### src/rtl/demosaic_bilinear.sv
`default_nettype none
// ============================================================================
// Module      : demosaic_bilinear
// Description : Bilinear Bayer demosaic on a 3x3 kernel token stream.
//               Tracks the Bayer site from the token framing, and emits one
//               packed {R,G,B} word per pixel token. Every token, whether a
//               pixel, header or bubble, passes through a fixed 2-stage
//               pipeline, so stream order and gaps are preserved.
// Ports       : clk, resetb (async, active low)
//               dvi/dtypei/kernel_datai/meta_datai : input token
//               enable        : 1 = demosaic, 0 = grey bypass {C,C,C}
//               bayer_pattern : colour of pixel (0,0), latched at FRAME_START
//               dvo/dtypeo/meta_datao/datao : output token, 2 clocks later
// Revision    : 1.0 - initial release
// ============================================================================

`ifndef DTYPE_WIDTH
`define DTYPE_WIDTH 8
`endif
`ifndef DTYPE_FRAME_START
`define DTYPE_FRAME_START 8'h01
`endif
`ifndef DTYPE_ROW_START
`define DTYPE_ROW_START 8'h04
`endif
`ifndef DTYPE_ROW_END
`define DTYPE_ROW_END 8'h08
`endif
`ifndef DTYPE_PIXEL_MASK
`define DTYPE_PIXEL_MASK 8'h40
`endif

module demosaic_bilinear #(
    parameter int PIXEL_WIDTH = 10,
    parameter int DATA_WIDTH  = 16
) (
    input  logic                     clk,
    input  logic                     resetb,
    input  logic                     dvi,
    input  logic [`DTYPE_WIDTH-1:0]  dtypei,
    input  logic [9*PIXEL_WIDTH-1:0] kernel_datai,
    input  logic [DATA_WIDTH-1:0]    meta_datai,
    input  logic                     enable,
    input  logic [1:0]               bayer_pattern,
    output logic                     dvo,
    output logic [`DTYPE_WIDTH-1:0]  dtypeo,
    output logic [DATA_WIDTH-1:0]    meta_datao,
    output logic [3*PIXEL_WIDTH-1:0] datao
);

    // Four-term sums need two guard bits; two-term sums need one.
    localparam int c_SW4 = PIXEL_WIDTH + 2;
    localparam int c_SW2 = PIXEL_WIDTH + 1;

    logic [PIXEL_WIDTH-1:0] w_k [9];

    for (genvar i = 0; i < 9; i++) begin : g_unpack
        assign w_k[i] = kernel_datai[i*PIXEL_WIDTH +: PIXEL_WIDTH];
    end

    // Kernel taps: k[r][c] at index r*3+c.
    logic w_is_pix;
    logic [1:0] w_site;
    assign w_is_pix = (dtypei & `DTYPE_PIXEL_MASK) != '0;

    // Bayer parity state
    logic       r_row_odd;
    logic       r_col_odd;
    logic [1:0] r_pat;

    assign w_site = r_pat ^ {r_row_odd, r_col_odd};

    // Stage 1 registers
    logic                    r_s1_valid;
    logic [`DTYPE_WIDTH-1:0] r_s1_dtype;
    logic [DATA_WIDTH-1:0]   r_s1_meta;
    logic                    r_s1_pix;
    logic                    r_s1_en;
    logic [1:0]              r_s1_site;
    logic [PIXEL_WIDTH-1:0]  r_s1_c;
    logic [c_SW4-1:0]        r_s1_sum_x;
    logic [c_SW4-1:0]        r_s1_sum_p;
    logic [c_SW2-1:0]        r_s1_sum_we;
    logic [c_SW2-1:0]        r_s1_sum_ns;

    always_ff @(posedge clk or negedge resetb) begin
        if (!resetb) begin
            r_row_odd <= 1'b0;
            r_col_odd <= 1'b0;
            r_pat     <= 2'd0;
        end else if (dvi) begin
            if (dtypei == `DTYPE_FRAME_START) begin
                r_row_odd <= 1'b0;
                r_pat     <= bayer_pattern;
            end
            if (dtypei == `DTYPE_ROW_START) begin
                r_col_odd <= 1'b0;
            end
            if (dtypei == `DTYPE_ROW_END) begin
                r_row_odd <= ~r_row_odd;
            end
            // Site for this pixel was already taken from the old value.
            if (w_is_pix) begin
                r_col_odd <= ~r_col_odd;
            end
        end
    end

    always_ff @(posedge clk or negedge resetb) begin
        if (!resetb) begin
            r_s1_valid  <= 1'b0;
            r_s1_dtype  <= '0;
            r_s1_meta   <= '0;
            r_s1_pix    <= 1'b0;
            r_s1_en     <= 1'b0;
            r_s1_site   <= 2'd0;
            r_s1_c      <= '0;
            r_s1_sum_x  <= '0;
            r_s1_sum_p  <= '0;
            r_s1_sum_we <= '0;
            r_s1_sum_ns <= '0;
        end else begin
            r_s1_valid  <= dvi;
            r_s1_dtype  <= dtypei;
            r_s1_meta   <= meta_datai;
            r_s1_pix    <= dvi & w_is_pix;
            r_s1_en     <= enable;
            r_s1_site   <= w_site;
            r_s1_c      <= w_k[4];
            r_s1_sum_x  <= c_SW4'(w_k[0]) + c_SW4'(w_k[2]) + c_SW4'(w_k[6]) + c_SW4'(w_k[8]);
            r_s1_sum_p  <= c_SW4'(w_k[1]) + c_SW4'(w_k[7]) + c_SW4'(w_k[3]) + c_SW4'(w_k[5]);
            r_s1_sum_we <= c_SW2'(w_k[3]) + c_SW2'(w_k[5]);
            r_s1_sum_ns <= c_SW2'(w_k[1]) + c_SW2'(w_k[7]);
        end
    end

    // Stage 2: round-to-nearest divides; results always fit PIXEL_WIDTH.
    logic [PIXEL_WIDTH-1:0]   w_x;
    logic [PIXEL_WIDTH-1:0]   w_p;
    logic [PIXEL_WIDTH-1:0]   w_we;
    logic [PIXEL_WIDTH-1:0]   w_ns;
    logic [3*PIXEL_WIDTH-1:0] w_rgb;

    assign w_x  = PIXEL_WIDTH'((r_s1_sum_x  + c_SW4'(2)) >> 2);
    assign w_p  = PIXEL_WIDTH'((r_s1_sum_p  + c_SW4'(2)) >> 2);
    assign w_we = PIXEL_WIDTH'((r_s1_sum_we + c_SW2'(1)) >> 1);
    assign w_ns = PIXEL_WIDTH'((r_s1_sum_ns + c_SW2'(1)) >> 1);

    always_comb begin
        w_rgb = '0;
        if (r_s1_pix) begin
            if (!r_s1_en) begin
                w_rgb = {r_s1_c, r_s1_c, r_s1_c};
            end else begin
                case (r_s1_site)
                    2'd0:    w_rgb = {r_s1_c, w_p,    w_x};
                    2'd1:    w_rgb = {w_we,   r_s1_c, w_ns};
                    2'd2:    w_rgb = {w_ns,   r_s1_c, w_we};
                    default: w_rgb = {w_x,    w_p,    r_s1_c};
                endcase
            end
        end
    end

    always_ff @(posedge clk or negedge resetb) begin
        if (!resetb) begin
            dvo        <= 1'b0;
            dtypeo     <= '0;
            meta_datao <= '0;
            datao      <= '0;
        end else begin
            dvo        <= r_s1_valid;
            dtypeo     <= r_s1_dtype;
            meta_datao <= r_s1_meta;
            datao      <= w_rgb;
        end
    end

endmodule

`default_nettype wire

### config.mk
export PLATFORM = sky130hd
export DESIGN_NAME = demosaic_bilinear
export DESIGN_NICKNAME = d
export VERILOG_FILES = /design/src/rtl/demosaic_bilinear.sv
export SDC_FILE = /design/constraint.sdc
export NUM_CORES = 1
export LEC_CHECK = 0
export BUFFER_PORTS_ARGS = -buffer_cell sky130_fd_sc_hd__buf_2
export CELL_PAD_IN_SITES_DETAIL_PLACEMENT = 2
export CELL_PAD_IN_SITES_GLOBAL_PLACEMENT = 2
export CORE_UTILIZATION = 35
export CTS_BUF_LIST = sky130_fd_sc_hd__clkbuf_4 sky130_fd_sc_hd__clkbuf_8 sky130_fd_sc_hd__clkbuf_16
export DETAILED_ROUTE_END_ITERATION = 6
export PLACE_DENSITY = 0.8
export REMOVE_ABC_BUFFERS = 1
export SLEW_MARGIN = 5
export SYNTH_ARGS = -nofsm -noshare
export SYNTH_HDL_FRONTEND = slang
export SYNTH_SLANG_ARGS = --single-unit
### constraint.sdc
create_clock -name clk -period 3.6 [get_ports clk]
set_input_delay 0.18 -clock clk [delete_from_list [all_inputs] [get_ports clk]]
set_output_delay 0.18 -clock clk [all_outputs]
set_load 0.05 [all_outputs]
# [After elaboration in Yosys (flattened, before gate mapping)]
# Cells that the tools add are included.
[totals] reg_bits=144 romBits=0 ram_bits=0 out_inout_bits=55 mem_count=0 latch_bits=0
[classes] n_lt_le_gt_ge=0 n_addsub=12 reduce_logical=6 n_eq_ne=5 mux=7 n_bitwise=4 shifts=0 div=0 n_mul=0
[ops] op="case mux 30 bit (3 select lines)" count=1
[ops] op="two-way mux 30 bit" count=2
[ops] op="adder 10 x 10 -> 11 bit" count=4
[ops] op="adder 11 x 10 -> 12 bit" count=2
[ops] op="adder 12 x 10 -> 12 bit" count=2
[ops] op="adder 12 x 2 -> 12 bit (second input constant)" count=2
[ops] op="adder 11 x 1 -> 11 bit (second input constant)" count=2
[ops] op="== test 8 x 1 -> 1 bit (second input constant)" count=1
[ops] op="== test 8 x 3 -> 1 bit (second input constant)" count=1
[ops] op="== test 8 x 4 -> 1 bit (second input constant)" count=1
[ops] op="AND reduction 2 bit" count=3
[ops] op="two-way mux 1 bit" count=4
[ops] op="nonzero test 2 bit" count=2
[ops] op="== test 2 x 1 -> 1 bit (second input constant)" count=1
[ops] op="== test 2 bit (second input constant)" count=1
[ops] op="zero test 2 bit" count=1
[ops] op="inverter 1 bit" count=2
[ops] op="bitwise XOR 2 bit" count=1
[ops] op="AND 1 bit" count=1

# [Logic depth before layout (Yosys ltp)]
[logic_depth] word_depth=4 mapped_depth=12 mapped_depth_nobuf=12

# [Worst setup path before layout]
# No wires, ideal clock.
[synth_path] path_type="input to register" start="input port kernel_datai[1]" end="register r_s1_sum_x[9]" path_stages=12 t_arrival_ns=2.589 setup_slack_ns=0.884 cell_sequence="inv_1 fa_1 fa_1 inv_1 ha_1 inv_1 fa_1 nor2b_1 o21ai_1 a21boi_0 o21ai_0 xnor2_1"
[synth_between] elab_chain_cells=3
[synth_lines] item="from (decl)" line_no="41" text="input logic [9*PIXEL_WIDTH-1:0] kernel_datai,"
[synth_lines] item="adder 10 x 10 -> 11 bit" line_no="130" text="r_s1_sum_x <= c_SW4'(w_k[0]) + c_SW4'(w_k[2]) + c_SW4'(w_k[6]) + c_SW4'(w_k[8]);"
[synth_lines] item="adder 11 x 10 -> 12 bit" line_no="130"
[synth_lines] item="adder 12 x 10 -> 12 bit" line_no="130"
[synth_lines] item="to (signal assigned)" line_no="130"
[synth_lines] item="to (decl)" line_no="81" text="logic [c_SW4-1:0] r_s1_sum_x;"
# Every way passes these cells.
# A chain may end at the register's enable or synchronous reset.

# [Final worst setup path]
[layout_path] start="input port kernel_datai[1]" end="register r_s1_sum_x[11]"
# The elaborated chain is that of the path after synthesis.

==> reports/results.tsv <==
stage	metric	value	unit
yosys	Synth Instances	793	
global_route	vias in the first global route	7584	
drt	routed vias	6648	
global_route	GRT overflow	0	
floorplanning	DIE AREA	23800	um^2
power	VDD IR max	0.304	mV
worst_setup_path	crit-path max FO	4	
clock_network	Max Root-Sink Buffers	2	
timing	Final Cycle Share	72.8	%
yosys	Synth async-reset ratio	100	%
yosys	Yosys top cell by area	dfrtp_1	
cells_and_area	share of layout cells above drive strength 1	21.9	%
yosys	Post-Syn Area	8130	um^2
run	maxcap violations	0	
cells_and_area	Fillers	2437	
worst_setup_path	WP data required	3940	ps
drt	drt total wl	25500	um
clock_network	CTS HTree Levels	4	
floorplanning	Initial Utilization	35.8	%
yosys	syn_area_per_cell	10.2	um^2
global_route	grt met1 use	26.2	%
worst_setup_path	CP endpoint kind	register	
yosys	Post-synth EDFFs	0	
clock_network	clock sink count	142	
drt	DRT antenna net count	0	
worst_hold_path	hold wc startpoint	kernel_datai[50]	
global_route	first-pass GRT wire length	41300	um
yosys	top cells by area, synth	dfrtp_1 (44%), fa_1 (10%), ha_1 (6.8%)	
cells_and_area	most frequent cells in the layout	buf_2 (173), dfrtp_1 (142), inv_1 (136)	
drt	first-pass iteration count of the detailed router	4	
worst_setup_path	FF-to-FF Start	r_s1_site[0]$_DFF_PN0_	
cells_and_area	# nets final	1222	
worst_setup_path	reg2reg setup slack	1070	ps
placement	Detail Placement HPWL	18700	um
yosys	post-synthesis sequential element count	142	
worst_setup_path	crit-path max cell delay	560	ps
worst_setup_path	crit-path cells	buf_2 -> inv_1 -> fa_1 -> fa_1 -> inv_1 -> ha_1 -> inv_1 -> fa_1 -> nor2b_1 -> o21ai_1 -> a21boi_0 -> buf_4 -> o21ai_0 -> o21ai_0	
yosys	Synth Flop Type	dfrtp_1	
timing	final period demand of the worst path	2620	ps
placement	Port Buffers	174	
drt	initial DRC count	271	
drt	vias per inst	5.06	
clock_network	cts bufs inserted	17	
timing	Max Clock Skew	11.7	ps
drt	DRC Markers	0	
global_route	Most Crowded Layer GR	met2	
worst_setup_path	startpoint class of the critical path	input pin	
floorplanning	Die H	154	um
global_route	GR Util met2	42.2	%
worst_setup_path	reg2reg path depth	5	
yosys	Ys Warns	0	
status	status	finished clean	
clock_network	Worst-path clk slew	60	ps
worst_hold_path	Hold EP	r_s1_sum_we[0]$_DFF_PN0_	
floorplanning	Cell Rows	55	
global_route	largest net degree at the start of global routing	109	
timing	Fin. Hold Viols	0	
yosys	synth unique cells	52	
worst_setup_path	CP max-delay cell	fa_1	
placement	Place WS	560	ps
worst_hold_path	hold crit path type	in -> reg	
worst_hold_path	Hold Path Cell Cnt	2	
cells_and_area	Layout area overhead	27.6	%
worst_setup_path	r2r endpoint	datao[14]$_DFF_PN0_	
timing	RSZ-0062 raised after global routing	no	
drt	DR WL/cell	19.4	um
cells_and_area	n_diodes	0	
yosys	post-synth top area share	43.7	%
floorplanning	Die Wd	154	um
floorplanning	io pins	175	
yosys	post-synthesis sequential area ratio	43.7	%
global_route	total track usage	22.7	%
worst_setup_path	count of buffer and inverter cells on the critical path	5	
worst_setup_path	Worst Setup Path Type	in -> reg	
clock_network	CTS tree	done	
timing	Worst-Margin Slew	952	ps
timing	Worst slew margin	36.5	%
worst_setup_path	Top delay family on crit path	adder cells	
cells_and_area	most common cell after layout, fill and taps aside	buf_2	
global_route	initial antenna violation count	0	
floorplanning	CORE AREA	22700	um^2
timing	setup tns final	0	ps
global_route	M3 GR Usage	3.70	%
timing	Highest Clock Rate	0.382	GHz
clock_network	root buffer cell	clkbuf_16	
timing	Setup Viol. Count Final	0	
placement	global placer's final weighted congestion	0.918	
timing	Setup WS post-layout	979	ps
clock_network	clock latency at the later pin of the worst-skew pair	430	ps
power	leak pwr	5.16	nW
worst_setup_path	Critical Path AT	2960	ps
timing	Slew Viols, Final	0	
power	Pwr Density	573	nW/um^2
worst register-to-register path, stage by stage, from the launching register on:
cell	delay (ps)
dfrtp_1	560
inv_1	430
nor2_1	220
nor3_4	710
nor2_1	130
a211oi_1	360
power breakdown:
| part | switching [mW] | internal [mW] | leakage [nW] | total (mW) |
|---|---|---|---|---|
| Sequential | 0.242 | 1.84 | 1.71 | 2.08 |
| Clock | 0.690 | 1.24 | 0.310 | 1.93 |
| Combinational | 1.18 | 0.759 | 3.14 | 1.94 |
| Total | 2.11 | 3.83 | 5.16 | 5.95 |
metrics by stage:
step	hold slack [ps]	util [%]	area, um^2	instances	power, mW
after global placement	287	41.1	9320	1242	3.88
final	41.6	45.7	10400	1313	5.95
after global routing	28.7	45.7	10400	1313	6.31
after floorplan	-116	-	8060	779	3.32
after detailed placement	290	41.1	9320	1242	3.98
after CTS	5.50	45.7	10400	1313	6.01
how the worst max path moves through the flow:
stage | from | slack, ps | end | cells after the start
floorplan | kernel_datai[1] | 880 | r_s1_sum_x[9]$_DFF_PN0_ | 12
global placement | kernel_datai[11] | 660 | r_s1_sum_p[7]$_DFF_PN0_ | 12
detailed placement | kernel_datai[11] | 560 | r_s1_sum_p[7]$_DFF_PN0_ | 12
CTS | kernel_datai[1] | 960 | r_s1_sum_x[11]$_DFF_PN0_ | 14
global route | kernel_datai[1] | 790 | r_s1_sum_x[11]$_DFF_PN0_ | 14
finish | kernel_datai[1] | 980 | r_s1_sum_x[11]$_DFF_PN0_ | 14
cell type report:
| class | instances | area (um^2) | area share [%] |
|---|---|---|---|
| Clock buffer | 18 | 433 | 4.17 |
| Clock inverter | 13 | 214 | 2.06 |
| Inverter | 136 | 510 | 4.92 |
| Multi-Input combinational cell | 501 | 4000 | 38.5 |
| Sequential cell | 142 | 3550 | 34.3 |
| Tap cell | 285 | 357 | 3.44 |
| Timing Repair Buffer | 218 | 1310 | 12.6 |
sequential cells by signal, summed over array words and instances (netlist names), 2 cells and up:
| name | cells |
|---|---|
| meta_datao | 16 |
| r_s1_dtype | 8 |
| r_s1_sum_x | 11 |
| r_s1_sum_p | 11 |
| r_pat | 2 |
| r_s1_sum_we | 11 |
| r_s1_c | 10 |
| r_s1_meta | 16 |
| dtypeo | 8 |
| datao | 30 |
| r_s1_site | 2 |
| r_s1_sum_ns | 11 |
cell usage after synthesis, types with 6 or more instances:
cell type	instances
a211oi_1	18
a21boi_0	8
a21o_1	10
a21oi_1	36
a221oi_1	8
buf_2	6
clkbuf_1	7
dfrtp_1	142
fa_1	42
ha_1	44
inv_1	136
nand2_1	46
nand3_1	24
nand4_1	11
nor2_1	44
nor2b_1	16
nor3_1	7
nor4_1	10
o21ai_0	42
o22ai_1	7
xnor2_1	28
xor2_1	26
per-layer routing:
metal  share of wire [%]  wire length [um]
met1                  42             10700
met2                  52             13300
met3                 3.5               885
met4                 2.4               606
met5                   0                 0
logic make-up (layout without fill, tap and decap cells):
group | Yosys count | in the layout | synth area share, %
fa+ha+maj | 86 | 86 | 17.1
compound gates | 157 | 157 | 12.3
simple gates | 195 | 195 | 12.7
xor+xnor | 54 | 54 | 5.82
buf+inv | 150 | 385 | 7.11
flops | 142 | 142 | 43.7
mux | 9 | 9 | 1.25
timing repair:
action                    in CTS  in global routing
hold endpoints to repair     147                  0
hold buffers                  40                  0
resized for setup              0                  0
buffers inserted               0                  0
Power figures use the tool's default switching activity.
